File: src/rtl/mux4x1_rr_arbiter_if.sv
// Request/data bundle between four requesters and the round-robin mux arbiter.
// master = requester side, slave = arbiter side.
interface mux4x1_rr_arbiter_if;
  logic [3:0] req;
  logic       A;
  logic       B;
  logic       C;
  logic       D;
  logic [3:0] grant;
  logic       sel0;
  logic       sel1;
  logic       valid;
  logic       out;

  modport master (
    output req, A, B, C, D,
    input  grant, sel0, sel1, valid, out
  );

  modport slave (
    input  req, A, B, C, D,
    output grant, sel0, sel1, valid, out
  );
endinterface

File: src/rtl/mux4x1_rr_arbiter.sv
// Round-robin arbiter sharing one 4:1 bit mux among requesters A..D,
// with bounded bursts and same-edge handover between owners.
//
// state   | meaning
// --------+-----------------------------------------------------------
// ST_IDLE | no owner; grant=0000, valid=0, selects hold last value
// ST_GRANT| owner {sel0,sel1} holds the mux, cnt counts burst cycles
module mux4x1_rr_arbiter #(
  parameter int BURST = 4
) (
  input logic               clk,
  input logic               rst,
  mux4x1_rr_arbiter_if.slave bus
);

  localparam logic [0:0] ST_IDLE  = 1'b0;
  localparam logic [0:0] ST_GRANT = 1'b1;
  localparam logic [3:0] CNT_MAX  = 4'(BURST - 1);

  logic [0:0] state;
  logic [3:0] grant_r;
  logic [1:0] sel_r;
  logic [3:0] cnt;
  logic [1:0] ptr;

  logic [1:0] base;
  logic [2:0] pick;
  logic       hold;

  // {found, index}: first set request after 'last', with 'last' itself scanned last.
  function automatic logic [2:0] rr_pick(input logic [3:0] r, input logic [1:0] last);
    logic [2:0] res;
    logic [1:0] cand;
    res = 3'b000;
    for (int i = 1; i <= 4; i++) begin
      cand = last + 2'(i);
      if (!res[2] && r[cand]) res = {1'b1, cand};
    end
    return res;
  endfunction

  always_comb begin
    base = (state == ST_GRANT) ? sel_r : ptr;
    pick = rr_pick(bus.req, base);
    hold = (state == ST_GRANT) && bus.req[sel_r] && (cnt != CNT_MAX);
  end

  always_ff @(posedge clk) begin
    if (rst) begin
      state   <= ST_IDLE;
      grant_r <= 4'b0000;
      sel_r   <= 2'b00;
      cnt     <= 4'd0;
      ptr     <= 2'd3;
    end else if (hold) begin
      cnt <= cnt + 4'd1;
    end else begin
      if (state == ST_GRANT) ptr <= sel_r;
      cnt <= 4'd0;
      if (pick[2]) begin
        state   <= ST_GRANT;
        grant_r <= 4'b0001 << pick[1:0];
        sel_r   <= pick[1:0];
      end else begin
        state   <= ST_IDLE;
        grant_r <= 4'b0000;
      end
    end
  end

  logic mux_bit;

  always_comb begin
    case (sel_r)
      2'b00:   mux_bit = bus.A;
      2'b01:   mux_bit = bus.B;
      2'b10:   mux_bit = bus.C;
      default: mux_bit = bus.D;
    endcase
  end

  assign bus.grant = grant_r;
  assign bus.sel0  = sel_r[1];
  assign bus.sel1  = sel_r[0];
  assign bus.valid = (state == ST_GRANT);
  assign bus.out   = (state == ST_GRANT) ? mux_bit : 1'b0;

endmodule

File: src/flat_wrapper.sv
// flat-port wrapper written by rule: the top's interface ports become plain ports
module mux4x1_rr_arbiter_flat 
#(
  parameter int BURST = 4
)
  (clk, rst, bus_req, bus_A, bus_B, bus_C, bus_D, bus_grant, bus_sel0, bus_sel1, bus_valid, bus_out);
  mux4x1_rr_arbiter_if bus_i ();
  input logic clk;
  input logic rst;
  input wire logic [$bits(bus_i.req)-1:0] bus_req;
  input wire logic [$bits(bus_i.A)-1:0] bus_A;
  input wire logic [$bits(bus_i.B)-1:0] bus_B;
  input wire logic [$bits(bus_i.C)-1:0] bus_C;
  input wire logic [$bits(bus_i.D)-1:0] bus_D;
  output wire logic [$bits(bus_i.grant)-1:0] bus_grant;
  output wire logic [$bits(bus_i.sel0)-1:0] bus_sel0;
  output wire logic [$bits(bus_i.sel1)-1:0] bus_sel1;
  output wire logic [$bits(bus_i.valid)-1:0] bus_valid;
  output wire logic [$bits(bus_i.out)-1:0] bus_out;
  assign bus_i.req = bus_req;
  assign bus_i.A = bus_A;
  assign bus_i.B = bus_B;
  assign bus_i.C = bus_C;
  assign bus_i.D = bus_D;
  assign bus_grant = bus_i.grant;
  assign bus_sel0 = bus_i.sel0;
  assign bus_sel1 = bus_i.sel1;
  assign bus_valid = bus_i.valid;
  assign bus_out = bus_i.out;
  mux4x1_rr_arbiter #(.BURST(BURST)) u_core (.clk(clk), .rst(rst), .bus(bus_i));
endmodule
File: config.mk
export PLATFORM = sky130hd
export DESIGN_NAME = mux4x1_rr_arbiter_flat
export DESIGN_NICKNAME = d
export VERILOG_FILES = /design/src/rtl/mux4x1_rr_arbiter_if.sv /design/src/rtl/mux4x1_rr_arbiter.sv /design/src/flat_wrapper.sv
export SDC_FILE = /design/constraint.sdc
export NUM_CORES = 1
export LEC_CHECK = 0
export BUFFER_PORTS_ARGS = -buffer_cell sky130_fd_sc_hd__buf_2
export CORE_MARGIN = 4
export CORE_UTILIZATION = 53
export CTS_CLUSTER_DIAMETER = 120
export DETAILED_ROUTE_END_ITERATION = 12
export GPL_TIMING_DRIVEN = 1
export PLACE_DENSITY_LB_ADDON = 0.2
export SLEW_MARGIN = 20
export SYNTH_ARGS = -nofsm -noshare
export SYNTH_HDL_FRONTEND = slang
export SYNTH_SLANG_ARGS = --single-unit
File: constraint.sdc
create_clock -name clk -period 3.3 [get_ports clk]
set_input_delay 0.165 -clock clk [delete_from_list [all_inputs] [get_ports clk]]
set_output_delay 0.165 -clock clk [all_outputs]
set_load 0.02 [all_outputs]
## Word level (Yosys, flattened, before mapping)

Cells that the tools add are included.

- Add/subtract/negate cells: 4
- $lt $le $gt $ge: 5
- Equal/unequal tests: 3
- Shifts and indexed selects: 1
- Mux-type cells: 19
- Bitwise gates (word level): 1
- Reductions and logical operators: 11

Operators by type and width:

| cell | number |
|---|---|
| $lt A2 B3 Y1 const B | 5 |
| $mux W3 | 4 |
| $bmux W1 S2 | 5 |
| $mux W1 | 7 |
| $logic_and A1 B1 Y1 | 5 |
| $add A2 B2 Y2 const B | 2 |
| $add A4 B1 Y4 const B | 1 |
| $mux W4 | 1 |
| $ne A4 B2 Y1 const B | 1 |
| $shl A1 B2 Y4 const A | 1 |
| $logic_not A1 Y1 | 3 |
| $pmux W1 S3 | 1 |
| $add A2 B1 Y2 const B | 1 |
| $eq A2 B1 Y1 const B | 1 |
| $eq A2 B2 Y1 const B | 1 |
| $logic_not A2 Y1 | 1 |
| $mux W2 | 1 |
| $reduce_and A2 Y1 | 1 |
| $reduce_or A2 Y1 | 1 |
| $not A1 Y1 | 1 |

- Register bits: 13
- Input bits: 10
- Output and inout port bits: 8
- Word-level logic and storage cells: 49

## Depth between registers and ports, before layout

- Word-level depth: 16
- Depth in mapped cells: 6
- Gate-level depth less buffers: 6

## Least setup slack after synthesis

No wires, ideal clock.

- Path type: register -> register
- Start: register u_core.sel_r[0]
- End: register u_core.grant_r[2] (netlist: u_core.bus.grant[2])
- Library setup time: 0.116 ns
- Arrival: 1.670 ns
- Data required time: 3.184 ns
- Path slack: 1.514 ns
- Cell stages (with the launch flop): 6
- Buffers on the path: 1
- Clock period less this slack: 1.786 ns
- Cells stage by stage: dfxtp_1 -> mux4_2 -> o311ai_4 -> buf_4 -> nor3b_1 -> a31o_2

- Word-level cells in the longest chain between the ends: 16
- Elaborated cells on any way between the ends: 28
- Classes of those cells: 3 x add/sub; 1 x shift; 16 x mux; 8 x reduce/logical

Ends and longest elaborated chain:

| element | line | text |
|---|---|---|
| start, declared | mux4x1_rr_arbiter.sv:22 | `logic [1:0] sel_r;` |
| start signal, assigned | mux4x1_rr_arbiter.sv:63 | `sel_r <= pick[1:0];` |
| $mux W2 | mux4x1_rr_arbiter.sv:43 | `base = (state == ST_GRANT) ? sel_r : ptr;` |
| $add A2 B1 Y2 | mux4x1_rr_arbiter.sv:36 | `cand = last + 2'(i);` |
| $bmux W1 S2 | mux4x1_rr_arbiter.sv:37 | `if (!res[2] && r[cand]) res = {1'b1, cand};` |
| $mux W1 (implied by the code) | mux4x1_rr_arbiter.sv:37 |  |
| $mux W3 | mux4x1_rr_arbiter.sv:37 |  |
| $logic_not A1 Y1 | mux4x1_rr_arbiter.sv:37 |  |
| $logic_and A1 B1 Y1 | mux4x1_rr_arbiter.sv:37 |  |
| $mux W3 | mux4x1_rr_arbiter.sv:37 |  |
| $logic_not A1 Y1 | mux4x1_rr_arbiter.sv:37 |  |
| $logic_and A1 B1 Y1 | mux4x1_rr_arbiter.sv:37 |  |
| $mux W3 | mux4x1_rr_arbiter.sv:37 |  |
| $logic_not A1 Y1 | mux4x1_rr_arbiter.sv:37 |  |
| $logic_and A1 B1 Y1 | mux4x1_rr_arbiter.sv:37 |  |
| $mux W3 | mux4x1_rr_arbiter.sv:37 |  |
| $shl A1 B2 Y4 | mux4x1_rr_arbiter.sv:62 | `grant_r <= 4'b0001 << pick[1:0];` |
| $mux W4 | mux4x1_rr_arbiter.sv:60 | `if (pick[2]) begin` |
| end signal, assigned | mux4x1_rr_arbiter.sv:62 |  |
| end, declared | mux4x1_rr_arbiter.sv:21 | `logic [3:0] grant_r;` |

Parallel ways exist; a longest one is shown, timed or not. The select of a mux whose other input is x is not followed.
A chain may end at the register's enable or synchronous reset.

## Worst setup path in the final report

- Start: register u_core.sel_r[0]
- End: register u_core.sel_r[1]

- Word-level cells in the longest chain between the ends: 15
- Elaborated cells on any way between the ends: 28
- Classes of those cells: 3 x add/sub; 15 x mux; 1 x bitwise; 9 x reduce/logical

Ends and longest elaborated chain:

| element | line |
|---|---|
| $mux W2 | mux4x1_rr_arbiter.sv:43 |
| $add A2 B1 Y2 | mux4x1_rr_arbiter.sv:36 |
| $bmux W1 S2 | mux4x1_rr_arbiter.sv:37 |
| $mux W1 (implied by the code) | mux4x1_rr_arbiter.sv:37 |
| $mux W3 | mux4x1_rr_arbiter.sv:37 |
| $logic_not A1 Y1 | mux4x1_rr_arbiter.sv:37 |
| $logic_and A1 B1 Y1 | mux4x1_rr_arbiter.sv:37 |
| $mux W3 | mux4x1_rr_arbiter.sv:37 |
| $logic_not A1 Y1 | mux4x1_rr_arbiter.sv:37 |
| $logic_and A1 B1 Y1 | mux4x1_rr_arbiter.sv:37 |
| $mux W3 | mux4x1_rr_arbiter.sv:37 |
| $logic_not A1 Y1 | mux4x1_rr_arbiter.sv:37 |
| $logic_and A1 B1 Y1 | mux4x1_rr_arbiter.sv:37 |
| $mux W3 | mux4x1_rr_arbiter.sv:37 |
| $reduce_and A2 Y1 (no source line) | - |

Parallel ways exist; a longest one is shown, timed or not. The select of a mux whose other input is x is not followed.

==> metrics.yaml <==
status:
  status: "finished clean"
synth:
  yosysMostFrequentCell: "dfxtp_1"
  synthTopCellsByArea: "dfxtp_1, nor3b_1, o21ai_0, mux4_1, o311ai_4"
  synth_common_cells: "dfxtp_1, o21ai_0, nor2_1, nor3b_1"
  synth-seq-cells: 13
  yosysSeqAreaShare: 0.366
  ys_async_sr_fraction: 0
  syn_nets: 85
  ys_types: 33
  syn_inst: 74
  synth_top_cell_area_share: 0.366
  synth_top_area_cell: "dfxtp_1"
  synth_edf_count: 0
  synth_area_um2: 711
  yosysWarnings: 0
  synth.avg_cell_area_um2: 9.60
  synth_ff_type: "dfxtp_1"
die:
  io_pins: 18
  coreArea_um2: 1190
  die-area_um2: 1990
  die_h_um: 44.6
  start_util: 0.599
  rows: 12
  fp.dieW_um: 44.6
worst_setup_path:
  crit_type: "reg -> reg"
  cp-end-kind: "register"
  regToRegStartpoint: "u_core.sel_r[0]"
  r2r_end: "u_core.sel_r[1]"
  cp.arrival_ns: 2.03
  cp.required_ns: 3.52
  crit_start: "u_core.sel_r[0]"
  r2r_slack_ns: 1.49
  critical_path.slowest_cell: "mux4_2"
  rr_worst_depth: 5
  cpPeakStageDelay_ns: 0.58
  cp_max_fo: 14
  path_cells: "mux4_2 > o311ai_4 > inv_2 > o32a_1 > nor2_1"
  start_kind: "register"
  path_buf_inv: 1
  cpLargestDelayFamily: "multiplexers"
finish:
  nets: 105
  antennaDiodeCount: 0
  final_area_um2: 828
  synthToLayoutAreaGrowth_pct: 16.5
  post-route-util: 0.698
  drive_above_1_share: 0.290
  final.fill_count: 106
timing:
  skew_ns: 0.00166
  setup_viol_count_final: 0
  hold_viol_final: 0
  slew_violations: 0
  min_period_ns: 1.81
  fmax_mhz: 554
  rsz0062_at_grt: "false"
  setup_tns_ns: 0
  relSlewSlack: 0.597
  tightest_slew_ns: 0.604
  period_share: 0.547
cts:
  insertion_delay_ns: 0.28
  root_buffer: "clkbuf_4"
  htreeDepth: 1
  clk_pin_slew_ns: 0.08
  cts_setup_buffers: 0
  cts_hold_buf: 0
  ctsLongestPathBuffers: 2
  cts_tree: "built"
  clock-sinks: 13
  cts_resized: 0
  cts_made_buffers: 3
placed_design:
  place_congestion: 0.818
  place_area_um2: 802
  io_buffers: 17
  dp_hpwl_um: 1130
power:
  p_per_area_nw_per_um2: 500
  ir_worst_vdd_uv: 294
  p_leak_nw: 0.350
routing:
  wirelength_um: 1450
  remaining_drc_errors: 0
  first_pass_iters: 4
  first_iter_violations: 17
  vias: 629
  via_per_inst: 5.88
  final_antenna_net_count: 0
  wl_per_cell_um: 13.6
global_routing:
  antenna_found_initial: 0
  gr-total-overflow: 0
  first_global_vias: 546
  grt.total_usage: 0.167
  grt_pass1_wl_um: 2350
  grt_max_degree: 15
hold_path:
  hp-class: "in -> reg"
  hold_end: "u_core.bus.valid"
  min_path_cells: 3
  min-delay-start: "bus_req[0]"
run:
  cap_viol_max_count: 0
==> placed cells by master (no fill, tap or decap), types with 2 or more instances in the layout <==
master	n
buf_2	17
nand3_1	3
a31o_1	3
nor3b_1	5
nor2_1	5
o21ai_0	6
clkbuf_4	3
inv_1	4
nand2_1	4
mux2i_1	2
nand2b_1	3
nor3_1	4
dfxtp_1	13
==> per-layer routing <==
layer	vias to the layer above	share of wire	GRT usage
met5	-	0	0
met4	0	0.026	0.108
met3	5	0.087	0.0447
met2	23	0.41	0.232
met1	286	0.47	0.222
li1	315	-	-
==> registers in the layout, indices dropped and copies added, names as in the netlist <==
name / flops
u_core.bus.valid: 1
u_core.bus.grant: 4
u_core.cnt: 4
u_core.sel_r: 2
u_core.ptr: 2
==> cell type report <==
type	count	area, um2	share of cell area
Sequential cell	13	260	0.314
Tap cell	14	17.5	0.0211
Inverter	5	18.8	0.0227
Timing Repair Buffer	17	85.1	0.103
Multi-Input combinational cell	54	420	0.508
Clock buffer	4	26.3	0.0317
==> report_power, final <==
part	total (mW)	switching (mW)	leakage, nW	internal, mW
clock	0.0989	0.0520	0.0150	0.0470
combinational	0.129	0.0716	0.228	0.0578
sequential	0.186	0.0140	0.107	0.172
total	0.414	0.138	0.350	0.277
==> cell families after synthesis <==
logic type,synth area share
compound gates,0.192
xor+xnor,0.0247
fa+ha+maj,0.0176
buf+inv,0.0422
flops,0.366
mux,0.137
simple gates,0.220
==> tightest hold or removal path, delay by kind of cell <==
| family | cells | cell delay [ns] |
|---|---|---|
| buf+inv | 1 | 0.10 |
| simple gates | 2 | 0.14 |
==> how the worst max path moves through the flow <==
stage                                     end  slack [ns]  cells past startpoint
final                         u_core.sel_r[1]        1.49                      5
after global routing          u_core.sel_r[0]        1.25                      6
after CTS                     u_core.sel_r[0]        1.47                      5
after detailed placement      u_core.sel_r[1]        1.50                      5
after global placement        u_core.sel_r[0]        1.50                      5
after floorplan           u_core.bus.grant[2]        1.51                      5
==> per-stage QoR <==
stage	hold WS (ns)	worst slack [ns]	instances	total power [mW]
after CTS	0.167	1.47	107	0.419
after detailed placement	0.455	1.50	103	0.319
after global routing	0.200	1.25	107	0.445
after floorplan	0.292	1.51	74	0.284
after global placement	0.445	1.50	103	0.317
final	0.167	1.49	107	0.414
(Power assumes the default switching activity.)
